===== config.mk =====
export PLATFORM = sky130hd
export DESIGN_NAME = mac_operand_feeder
export DESIGN_NICKNAME = d
export VERILOG_FILES = /design/src/rtl/mac_operand_feeder.sv
export SDC_FILE = /design/constraint.sdc
export NUM_CORES = 1
export LEC_CHECK = 0
export CAP_MARGIN = 20
export CORE_AREA = 2 2 157 159
export CTS_BUF_LIST = sky130_fd_sc_hd__clkbuf_16
export DETAILED_ROUTE_END_ITERATION = 8
export DIE_AREA = 0 0 159 161
export PLACE_DENSITY = 0.76
export SLEW_MARGIN = 20
export SYNTH_ARGS = -nofsm -noshare
export SYNTH_HDL_FRONTEND = slang
export SYNTH_SLANG_ARGS = --single-unit
export TNS_END_PERCENT = 1

===== constraint.sdc =====
create_clock -name clk -period 3.8 [get_ports clk]
set_clock_uncertainty 0.2 [all_clocks]
set_input_delay 0.76 -clock clk [delete_from_list [all_inputs] [get_ports clk]]
set_output_delay 0.76 -clock clk [all_outputs]
set_load 0.005 [all_outputs]

===== src/rtl/mac_operand_feeder.sv =====
// Operand feeder for the int/fp MAC.
// A and B operands are buffered in two independent FIFOs. Each vector starts
// with a two-cycle configuration strobe. After that, the A and B FIFO heads
// are issued together as one pair, so the MAC never sees half a pair. The
// block counts issued pairs against the requested length and pulses vec_done
// once the vector is complete.
module mac_operand_feeder #(
    parameter int DEPTH = 8,
    parameter int AW    = 3
) (
    input  logic        clk,
    input  logic        rst_n,
    input  logic        cfg_req,
    input  logic        cfg_float_int,
    input  logic [7:0]  cfg_len,
    output logic        cfg_ack,
    input  logic [15:0] a_data,
    input  logic        a_valid,
    output logic        a_ready,
    input  logic [15:0] b_data,
    input  logic        b_valid,
    output logic        b_ready,
    input  logic        hold,
    output logic [15:0] out_a,
    output logic [15:0] out_b,
    output logic        out_valid_a,
    output logic        out_valid_b,
    output logic        config_en,
    output logic        float_int,
    output logic [7:0]  data_num,
    output logic        vec_done,
    output logic        busy
);

    typedef enum logic [2:0] {
        IDLE,
        CONF1,
        CONF2,
        RUN,
        DONE
    } state_t;

    localparam logic [AW:0] FULL_CNT = (AW + 1)'(DEPTH);

    state_t        state;
    logic [15:0]   mem_a [DEPTH];
    logic [15:0]   mem_b [DEPTH];
    logic [AW-1:0] wp_a, rp_a, wp_b, rp_b;
    logic [AW:0]   cnt_a, cnt_b;
    logic [8:0]    pair_cnt;
    logic [8:0]    target;
    logic          push_a, push_b;
    logic          issue;

    // Ready comes from the registered counts only. It is also held low while
    // reset is asserted, so every output reads 0 during reset.
    assign a_ready = rst_n && (cnt_a != FULL_CNT);
    assign b_ready = rst_n && (cnt_b != FULL_CNT);
    assign push_a  = a_valid && a_ready;
    assign push_b  = b_valid && b_ready;

    // A pair leaves only when both heads exist, so the two streams stay aligned.
    assign issue = (state == RUN) && (cnt_a != '0) && (cnt_b != '0) && !hold;

    // Operand storage: written on push and read at the head on issue.
    // NOTE: the storage arrays have no reset. Entries are only read once the
    // counts say they are valid, so clearing them would only add reset fan-out.
    always_ff @(posedge clk) begin
        if (push_a) mem_a[wp_a] <= a_data;
        if (push_b) mem_b[wp_b] <= b_data;
    end

    // A FIFO pointers and occupancy. The pointers wrap naturally at DEPTH.
    always_ff @(posedge clk or negedge rst_n) begin
        if (!rst_n) begin
            wp_a  <= '0;
            rp_a  <= '0;
            cnt_a <= '0;
        end else begin
            if (push_a) wp_a <= wp_a + 1'b1;
            if (issue)  rp_a <= rp_a + 1'b1;
            case ({push_a, issue})
                2'b10:   cnt_a <= cnt_a + 1'b1;
                2'b01:   cnt_a <= cnt_a - 1'b1;
                default: cnt_a <= cnt_a;
            endcase
        end
    end

    // B FIFO pointers and occupancy. This mirrors the A side.
    always_ff @(posedge clk or negedge rst_n) begin
        if (!rst_n) begin
            wp_b  <= '0;
            rp_b  <= '0;
            cnt_b <= '0;
        end else begin
            if (push_b) wp_b <= wp_b + 1'b1;
            if (issue)  rp_b <= rp_b + 1'b1;
            case ({push_b, issue})
                2'b10:   cnt_b <= cnt_b + 1'b1;
                2'b01:   cnt_b <= cnt_b - 1'b1;
                default: cnt_b <= cnt_b;
            endcase
        end
    end

    // Vector sequencer. Every MAC-facing output is registered here.
    // NOTE: state is updated with non-blocking assignments. Each decision
    // therefore uses the values from before the edge, just like real flops.
    always_ff @(posedge clk or negedge rst_n) begin
        if (!rst_n) begin
            state       <= IDLE;
            cfg_ack     <= 1'b0;
            config_en   <= 1'b0;
            float_int   <= 1'b0;
            data_num    <= '0;
            target      <= '0;
            pair_cnt    <= '0;
            out_a       <= '0;
            out_b       <= '0;
            out_valid_a <= 1'b0;
            out_valid_b <= 1'b0;
            vec_done    <= 1'b0;
            busy        <= 1'b0;
        end else begin
            cfg_ack     <= 1'b0;
            vec_done    <= 1'b0;
            out_valid_a <= 1'b0;
            out_valid_b <= 1'b0;
            case (state)
                IDLE: begin
                    if (cfg_req) begin
                        float_int <= cfg_float_int;
                        data_num  <= cfg_len;
                        target    <= (cfg_len == 8'd0) ? 9'd256 : {1'b0, cfg_len};
                        pair_cnt  <= '0;
                        cfg_ack   <= 1'b1;
                        config_en <= 1'b1;
                        busy      <= 1'b1;
                        state     <= CONF1;
                    end
                end
                CONF1: begin
                    state <= CONF2;
                end
                CONF2: begin
                    config_en <= 1'b0;
                    state     <= RUN;
                end
                RUN: begin
                    if (issue) begin
                        out_a       <= mem_a[rp_a];
                        out_b       <= mem_b[rp_b];
                        out_valid_a <= 1'b1;
                        out_valid_b <= 1'b1;
                        pair_cnt    <= pair_cnt + 9'd1;
                        if (pair_cnt + 9'd1 == target) state <= DONE;
                    end
                end
                DONE: begin
                    vec_done <= 1'b1;
                    busy     <= 1'b0;
                    state    <= IDLE;
                end
                default: begin
                    state <= IDLE;
                end
            endcase
        end
    end

endmodule


==> flow_summary.yaml, run 1 <==
sta:
  tightestPinTransition_ps: 854
  period_needed_ps: 3400
  maxSlewHeadroom_pct: 43.0
  grt_setup_unrepaired: "false"
  timing.final.hold_violations: 0
  final.setup.tns_ps: 0
  maxSlewViolCount: 0
  max_freq_mhz: 294
  period_share_pct: 89.5
  setup_viol: 0
  whs_ps: 276
power_and_ir_drop:
  pwr-share-comb_pct: 25.2
  leakage_nw: 5.86
  powerDensity_nw_per_um2: 722
  internal_power_mw: 8.36
  p_switching_mw: 3.32
  power_frac_clock_pct: 29.6
  pwr-share-seq_pct: 45.2
  switching_share_pct: 28.4
  ir_drop_uv: 441
die:
  start_util_pct: 56.8
  die_x_microns: 159
  dieArea_sq_um: 25600
  die_y_microns: 161
  fp-row-count: 57
  core_area_sq_um: 24000
  ios: 96
critical_path:
  critPathArrivalTime_ps: 2440
  critPathLaunch: "rst_n"
  crit_fanout: 20
  critPathCaptureType: "primary output"
  crit_type: "in2out"
  cp-endpoint: "a_ready"
  worst_r2r_startpoint: "cnt_a[1]"
  critPathMaxStageDelay_ps: 590
  slowest_stage: "clkdlybuf4s50_1"
  crit_family: "buffers and inverters"
  crit_cells: 4
  crit_chain: "dlygate4sd3_1 > buf_4 > a21boi_0 > clkdlybuf4s50_1"
  start_kind: "input port"
  ff2ff_path_depth: 10
  path_buf_inv: 3
  rrSetupSlack_ps: 1090
  r2r_end: "cnt_b[2]"
  cp_data_required_time_ps: 2840
clocking:
  cts_tree: "yes"
  cts_buffers: 35
  ctsHoldBuffers: 1
  clk_pin_slew_ps: 60
  insertion_delay_ps: 510
  cts-resized-gates: 0
  cts_root_buffer: "clkbuf_16"
  cts_sinks: 343
  htreeDepth: 2
  clockBufferDepth: 3
  postCtsSetupBuffers: 0
worst_hold_path:
  holdCritPathClass: "reg2reg"
cells_and_area:
  fillers: 1615
  final_core_util_pct: 67.4
  final_layout_size_suffix_gt1_share_pct: 17.0
  n_antenna_cell: 0
  nNetsFinal: 971
  syn2layout_area_growth_pct: 18.8
detailed_routing:
  route.antenna.remaining_nets: 0
  routed_via_density: 5.64
  drt-pass1-iter-count: 4
  drc_errors: 0
  wl_per_cell_microns: 19.8
  via_count: 7131
  wl_microns: 25000
  dr.first_iter.drc_count: 547
flow_run:
  cap_violations: 0
placed_design:
  gp_congestion: 0.780
  port_buffers: 95
  dp_hpwl_microns: 14500
yosys:
  synthDistinctLibCells: 50
  synth_ff_type: "edfxtp_1"
  seq_area_frac_synth_pct: 72.5
  synthTopCellsByArea: "edfxtp_1 57%, dfrtp_1 16%, mux4_2 11%"
  netlist_area_sq_um: 13600
  yosysMostFrequentCell: "edfxtp_1"
  syn_avg_cell_area_sq_um: 17.1
  synth_edf_count: 256
  synth_common_cells: "256 x edfxtp_1, 114 x nand2_1, 87 x dfrtp_1, 64 x mux4_2, 45 x o21ai_0"
  postSynthCellCount: 795
  yosys_warnings: 0
  synth-seq-cells: 343
  async_flop_share_pct: 25.4
  yosysTopAreaCell: "edfxtp_1"
  syn_nets: 853
  synth_top_area_share_pct: 56.5
run_status:
  outcome: "finished, final reports clean"
global_route:
  grt_pass1_wl_microns: 40000
  grt_util_all_layers_pct: 20.3
  grt_max_degree: 78
  grt_overflow: 0
  grt_antenna_before_repair: 0
  grt_pass1_vias: 7221
[worst min-delay path by stage]
stage                             end  depth (start not counted)  slack (ps)   startpoint
after floorplan              cnt_a[3]                          1         250     cnt_a[3]
final                     data_num[4]                          2         280  data_num[4]
after global placement    data_num[4]                          2         260  data_num[4]
after CTS                 data_num[4]                          2         280  data_num[4]
after detailed placement  data_num[4]                          2         260  data_num[4]
after global routing        out_a[10]                          2         300    out_a[10]
[layout by cell type (no fill, tap or decap), types with 2 or more instances in the layout]
cell type	netlist	layout
nand2b_1	6	6
xor2_1	10	10
nand3b_1	3	3
nand2_1	114	114
and3_1	3	3
nor3_1	6	2
inv_6	0	3
a31oi_1	2	2
nor3_2	0	4
a211oi_1	7	7
dfrtp_2	0	5
mux4_2	64	64
nand3_1	8	8
buf_4	4	25
clkbuf_16	0	36
o211ai_1	2	2
clkdlybuf4s50_1	0	94
xnor2_1	15	15
nor2_1	22	22
clkinv_1	0	7
dfrtp_1	87	82
inv_1	10	16
o21ai_0	45	45
clkinv_2	0	6
nand4_1	5	5
bufinv_16	0	5
mux2_2	2	2
edfxtp_1	256	256
a21oi_1	9	9
ha_1	11	11
nor4_1	3	3
or4_1	2	2
a221oi_1	2	2
and2_1	4	4
mux2i_1	36	36
a21boi_0	3	3
[worst reg2reg max path: stages, from the launching register on]
cell     delay (ps)
dfrtp_1         450
or4_1           610
nand3_4         130
inv_4           100
ha_1            250
xor2_1          160
ha_1            190
a21oi_1         150
xnor2_1         130
nor2_1           60
xor2_1          140
[logic make-up after synthesis]
family                   count (synthesis)  share of synthesized area, %
buffers and inverters                   51                          1.80
AO/OA/AOI/OAI                           77                          3.30
AND/OR/NAND/NOR                        185                          6.21
adder cells (fa/ha/maj)                 11                          1.01
flip-flops                             343                          72.5
XOR/XNOR                                26                          1.73
multiplexers                           102                          13.4
[cell type report]
cell class              count  area (sq um)  share of cell area, %
clock inverters            28           272                   1.68
flip-flops and latches    343          9870                   61.1
inverters                  11          43.8                  0.271
clock buffers              36           901                   5.58
repair buffers            121          1150                   7.14
multi-input cells         401          3510                   21.7
well taps                 324           405                   2.51
[metal layers]
metal	global-route usage (%)	share of wire, %	routed length [microns]	vias up
li1	-	-	-	3281
met1	27.6	43	10600	3604
met2	34.2	50	12500	208
met3	3.88	6.0	1500	38
met4	5.62	1.7	416	0
met5	0	0	0	-
[through the flow]
step | area (sq um) | total power, mW | worst slack (ps) | instances
after global placement | 15000 | 8.23 | 671 | 1198
after global routing | 16200 | 12.3 | 271 | 1264
final | 16200 | 11.7 | 401 | 1264
after detailed placement | 15000 | 8.33 | 650 | 1199
after floorplan | 13600 | 7.24 | 689 | 795
after CTS | 16200 | 11.8 | 390 | 1264
[registers in the layout (all words and copies together), names as in the netlist, 4 cells and up]
| register | flops |
|---|---|
| mem_a | 128 |
| mem_b | 128 |
| out_a | 16 |
| out_b | 16 |
| pair_cnt | 9 |
| target | 9 |
| data_num | 8 |
| cnt_a | 4 |
| cnt_b | 4 |
[power groups by stage]
stage          Sequential, mW  Combinational (mW)  Clock, mW
2_1_floorplan            4.95                2.30          0
3_3_place_gp             5.38                2.86          0
3_5_place_dp             5.36                2.97          0
4_1_cts                  5.30                3.00       3.51
5_1_grt                  5.37                3.26       3.65
6_report                 5.28                2.94       3.45
(Power assumes the default switching activity.)
==> run 2: changes to the inputs <==
--- a/config.mk
+++ b/config.mk
@@ -5,12 +5,13 @@
 export SDC_FILE = /design/constraint.sdc
 export NUM_CORES = 1
 export LEC_CHECK = 0
-export CAP_MARGIN = 20
+export ABC_AREA = 1
+export CAP_MARGIN = 10
 export CORE_AREA = 2 2 157 159
 export CTS_BUF_LIST = sky130_fd_sc_hd__clkbuf_16
 export DETAILED_ROUTE_END_ITERATION = 8
 export DIE_AREA = 0 0 159 161
-export PLACE_DENSITY = 0.76
+export PLACE_DENSITY = 0.77
 export SLEW_MARGIN = 20
 export SYNTH_ARGS = -nofsm -noshare
 export SYNTH_HDL_FRONTEND = slang
==> flow_summary.yaml, run 2 <==
yosys:
  yosys_warnings: 0
  synth_simple_gate_area_share_pct: 7.85
  synth_common_cells: "256 x edfxtp_1, 166 x nand2_1, 101 x o21ai_0, 98 x inv_1, 87 x dfrtp_1"
  synth_compound_area_share_pct: 9.58
  yosysMostFrequentCell: "edfxtp_1"
  synth_ff_type: "edfxtp_1"
  synth_top_area_share_pct: 55.2
  synth_edf_count: 256
  synth-xor-area-share_pct: 1.01
  postSynthCellCount: 1089
  synth-seq-cells: 343
  yosysTopAreaCell: "edfxtp_1"
  syn_nets: 1147
  seq_area_frac_synth_pct: 70.9
  synthAdderAreaFrac_pct: 0.989
  async_flop_share_pct: 25.4
  synthDistinctLibCells: 34
  netlist_area_sq_um: 13900
  synth_top_family_by_area: "compound AO/OA/AOI/OAI gates"
  synthTopCellsByArea: "edfxtp_1 55%, dfrtp_1 16%, mux2i_1 4.6%"
  syn_avg_cell_area_sq_um: 12.8
  synthMuxAreaShare_pct: 5.09
sta:
  timing.final.hold_violations: 0
  period_share_pct: 74.1
  final.setup.tns_ps: 0
  period_needed_ps: 2820
  setup_viol: 0
  max_freq_mhz: 355
  grt_setup_unrepaired: "false"
  maxSlewHeadroom_pct: 23.1
  fin_ws_ps: 982
  tightestPinTransition_ps: 1150
  maxSlewViolCount: 0
clocking:
  cts_tree: "yes"
  clk_pin_slew_ps: 70
  clockBufferDepth: 3
  cts_buffers: 36
  postCtsSetupBuffers: 0
  cts_sinks: 343
  cts-resized-gates: 0
  ctsHoldBuffers: 0
  htreeDepth: 2
  cts_root_buffer: "clkbuf_16"
  insertion_delay_ps: 520
critical_path:
  cp-endpoint: "a_ready"
  critPathCaptureType: "primary output"
  crit_chain: "inv_1 > a31oi_1 > clkdlybuf4s50_1"
  crit_type: "reg2out"
  crit_fanout: 4
  critPathMaxStageDelay_ps: 570
  cp_data_required_time_ps: 2840
  slowest_stage: "clkdlybuf4s50_1"
  worst_r2r_startpoint: "state[1]"
  critPathLaunch: "cnt_a[2]"
  r2r_end: "cnt_b[3]"
  start_kind: "flop"
  rrSetupSlack_ps: 1380
  ff2ff_path_depth: 11
  critPathArrivalTime_ps: 1860
cells_and_area:
  mostFrequentLayoutCell: "edfxtp_1"
  nNetsFinal: 1263
  final_cell_mix: "256 x edfxtp_1, 166 x nand2_1, 105 x inv_1"
  final_layout_size_suffix_gt1_share_pct: 8.60
  reg.largest.list: "mem_a: 128 flops, mem_b: 128 flops"
  n_antenna_cell: 0
  syn2layout_area_growth_pct: 17.8
worst_hold_path:
  holdCritPathClass: "in2async"
detailed_routing:
  drt-pass1-iter-count: 5
  wl_per_cell_microns: 18.5
  via_count: 8643
  routed_via_density: 5.55
  dr.first_iter.drc_count: 763
  route.antenna.remaining_nets: 0
  wl_microns: 28900
  drc_errors: 0
global_route:
  grt_pass1_wl_microns: 45700
  grt_pass1_vias: 8460
  grt_overflow: 0
  grt_max_degree: 97
  grt_util_all_layers_pct: 22.8
  grt_antenna_before_repair: 0
die:
  fp-row-count: 57
  start_util_pct: 58.1
  core_area_sq_um: 24000
  die_y_microns: 161
  die_x_microns: 159
  ios: 96
  dieArea_sq_um: 25600
flow_run:
  cap_violations: 0
placed_design:
  gp_congestion: 0.819
  port_buffers: 95
  pre_cts_ws_ps: 802
  dp_hpwl_microns: 17100
power_and_ir_drop:
  powerDensity_nw_per_um2: 735
  leakage_nw: 6.45
  ir_drop_uv: 529
run_status:
  outcome: "finished, final reports clean"
run 2: changes by cell type after synthesis, sizes merged, moves of 7 or more:
cell    delta
clkbuf     +7
mux4      -64
xnor2      -8
nand3     +40
o211ai    +50
mux2i     +28
nand2     +56
a211oi     -7
inv       +87
o21ai     +60
nor2      +13
a21oi     +62
run 2: final cells by class:
| cell class | count | area [sq um] |
|---|---|---|
| clock inverters | 28 | 144 |
| inverters | 100 | 375 |
| fillers | 1667 | 7580 |
| clock buffers | 38 | 951 |
| repair buffers | 129 | 1220 |
| multi-input cells | 595 | 3420 |
| well taps | 324 | 405 |
| flip-flops and latches | 343 | 9870 |
run 2: cells by family (layout without fill, tap and decap cells):
group                      Yosys count  count (layout)
xor gates and xnor gates            16              16
AOI/OAI and AO/OA                  235             235
muxes                               70              70
buffers and inverters              151             295
DFF                                343             343
and+or+nand+nor                    263             263
adders and majority gates           11              11
run 2: worst min path at each step:
stage	start	endpoint	slack (ps)	depth (start not counted)
6_report	rst_n	out_a[10]	50	2
5_1_grt	rst_n	out_a[10]	50	2
4_1_cts	rst_n	out_a[10]	40	2
3_5_place_dp	out_b[5]	out_b[5]	260	2
3_3_place_gp	data_num[1]	data_num[1]	260	2
2_1_floorplan	rst_n	busy	260	0
run 2: per-layer routing:
layer | routed length (microns) | up-vias | GRT usage [%]
met3 | 1960 | 55 | 4.24
met1 | 12400 | 4188 | 31.4
li1 | - | 4104 | -
met4 | 613 | 0 | 6.74
met5 | 0 | - | 0
met2 | 13900 | 296 | 37.7
run 2: stage by stage:
stage | cells | hold slack, ps | utilization (%) | instance area, sq um | power [mW]
2_1_floorplan | 1089 | 264 | - | 13900 | 7.52
3_3_place_gp | 1490 | 264 | 63.7 | 15300 | 8.70
3_5_place_dp | 1490 | 265 | 63.7 | 15300 | 8.82
4_1_cts | 1556 | 44.8 | 68.3 | 16400 | 12.1
5_1_grt | 1557 | 54.5 | 68.4 | 16400 | 12.8
6_report | 1557 | 50.1 | 68.4 | 16400 | 12.0
run 2: worst max-delay path, delay by kind of cell, from the launching register on:
family / cells / cell delay (ps)
AO/OA/AOI/OAI: 1 / 290
buffers and inverters: 2 / 650
flip-flops: 1 / 410
run 2: report_power, final:
group / leakage (nW) / switching (mW) / internal [mW] / total [mW]
sequential: 3.38 / 0.608 / 4.67 / 5.28
clock: 0.568 / 1.41 / 1.82 / 3.23
combinational: 2.50 / 1.98 / 1.55 / 3.54
total: 6.45 / 4.00 / 8.04 / 12.0
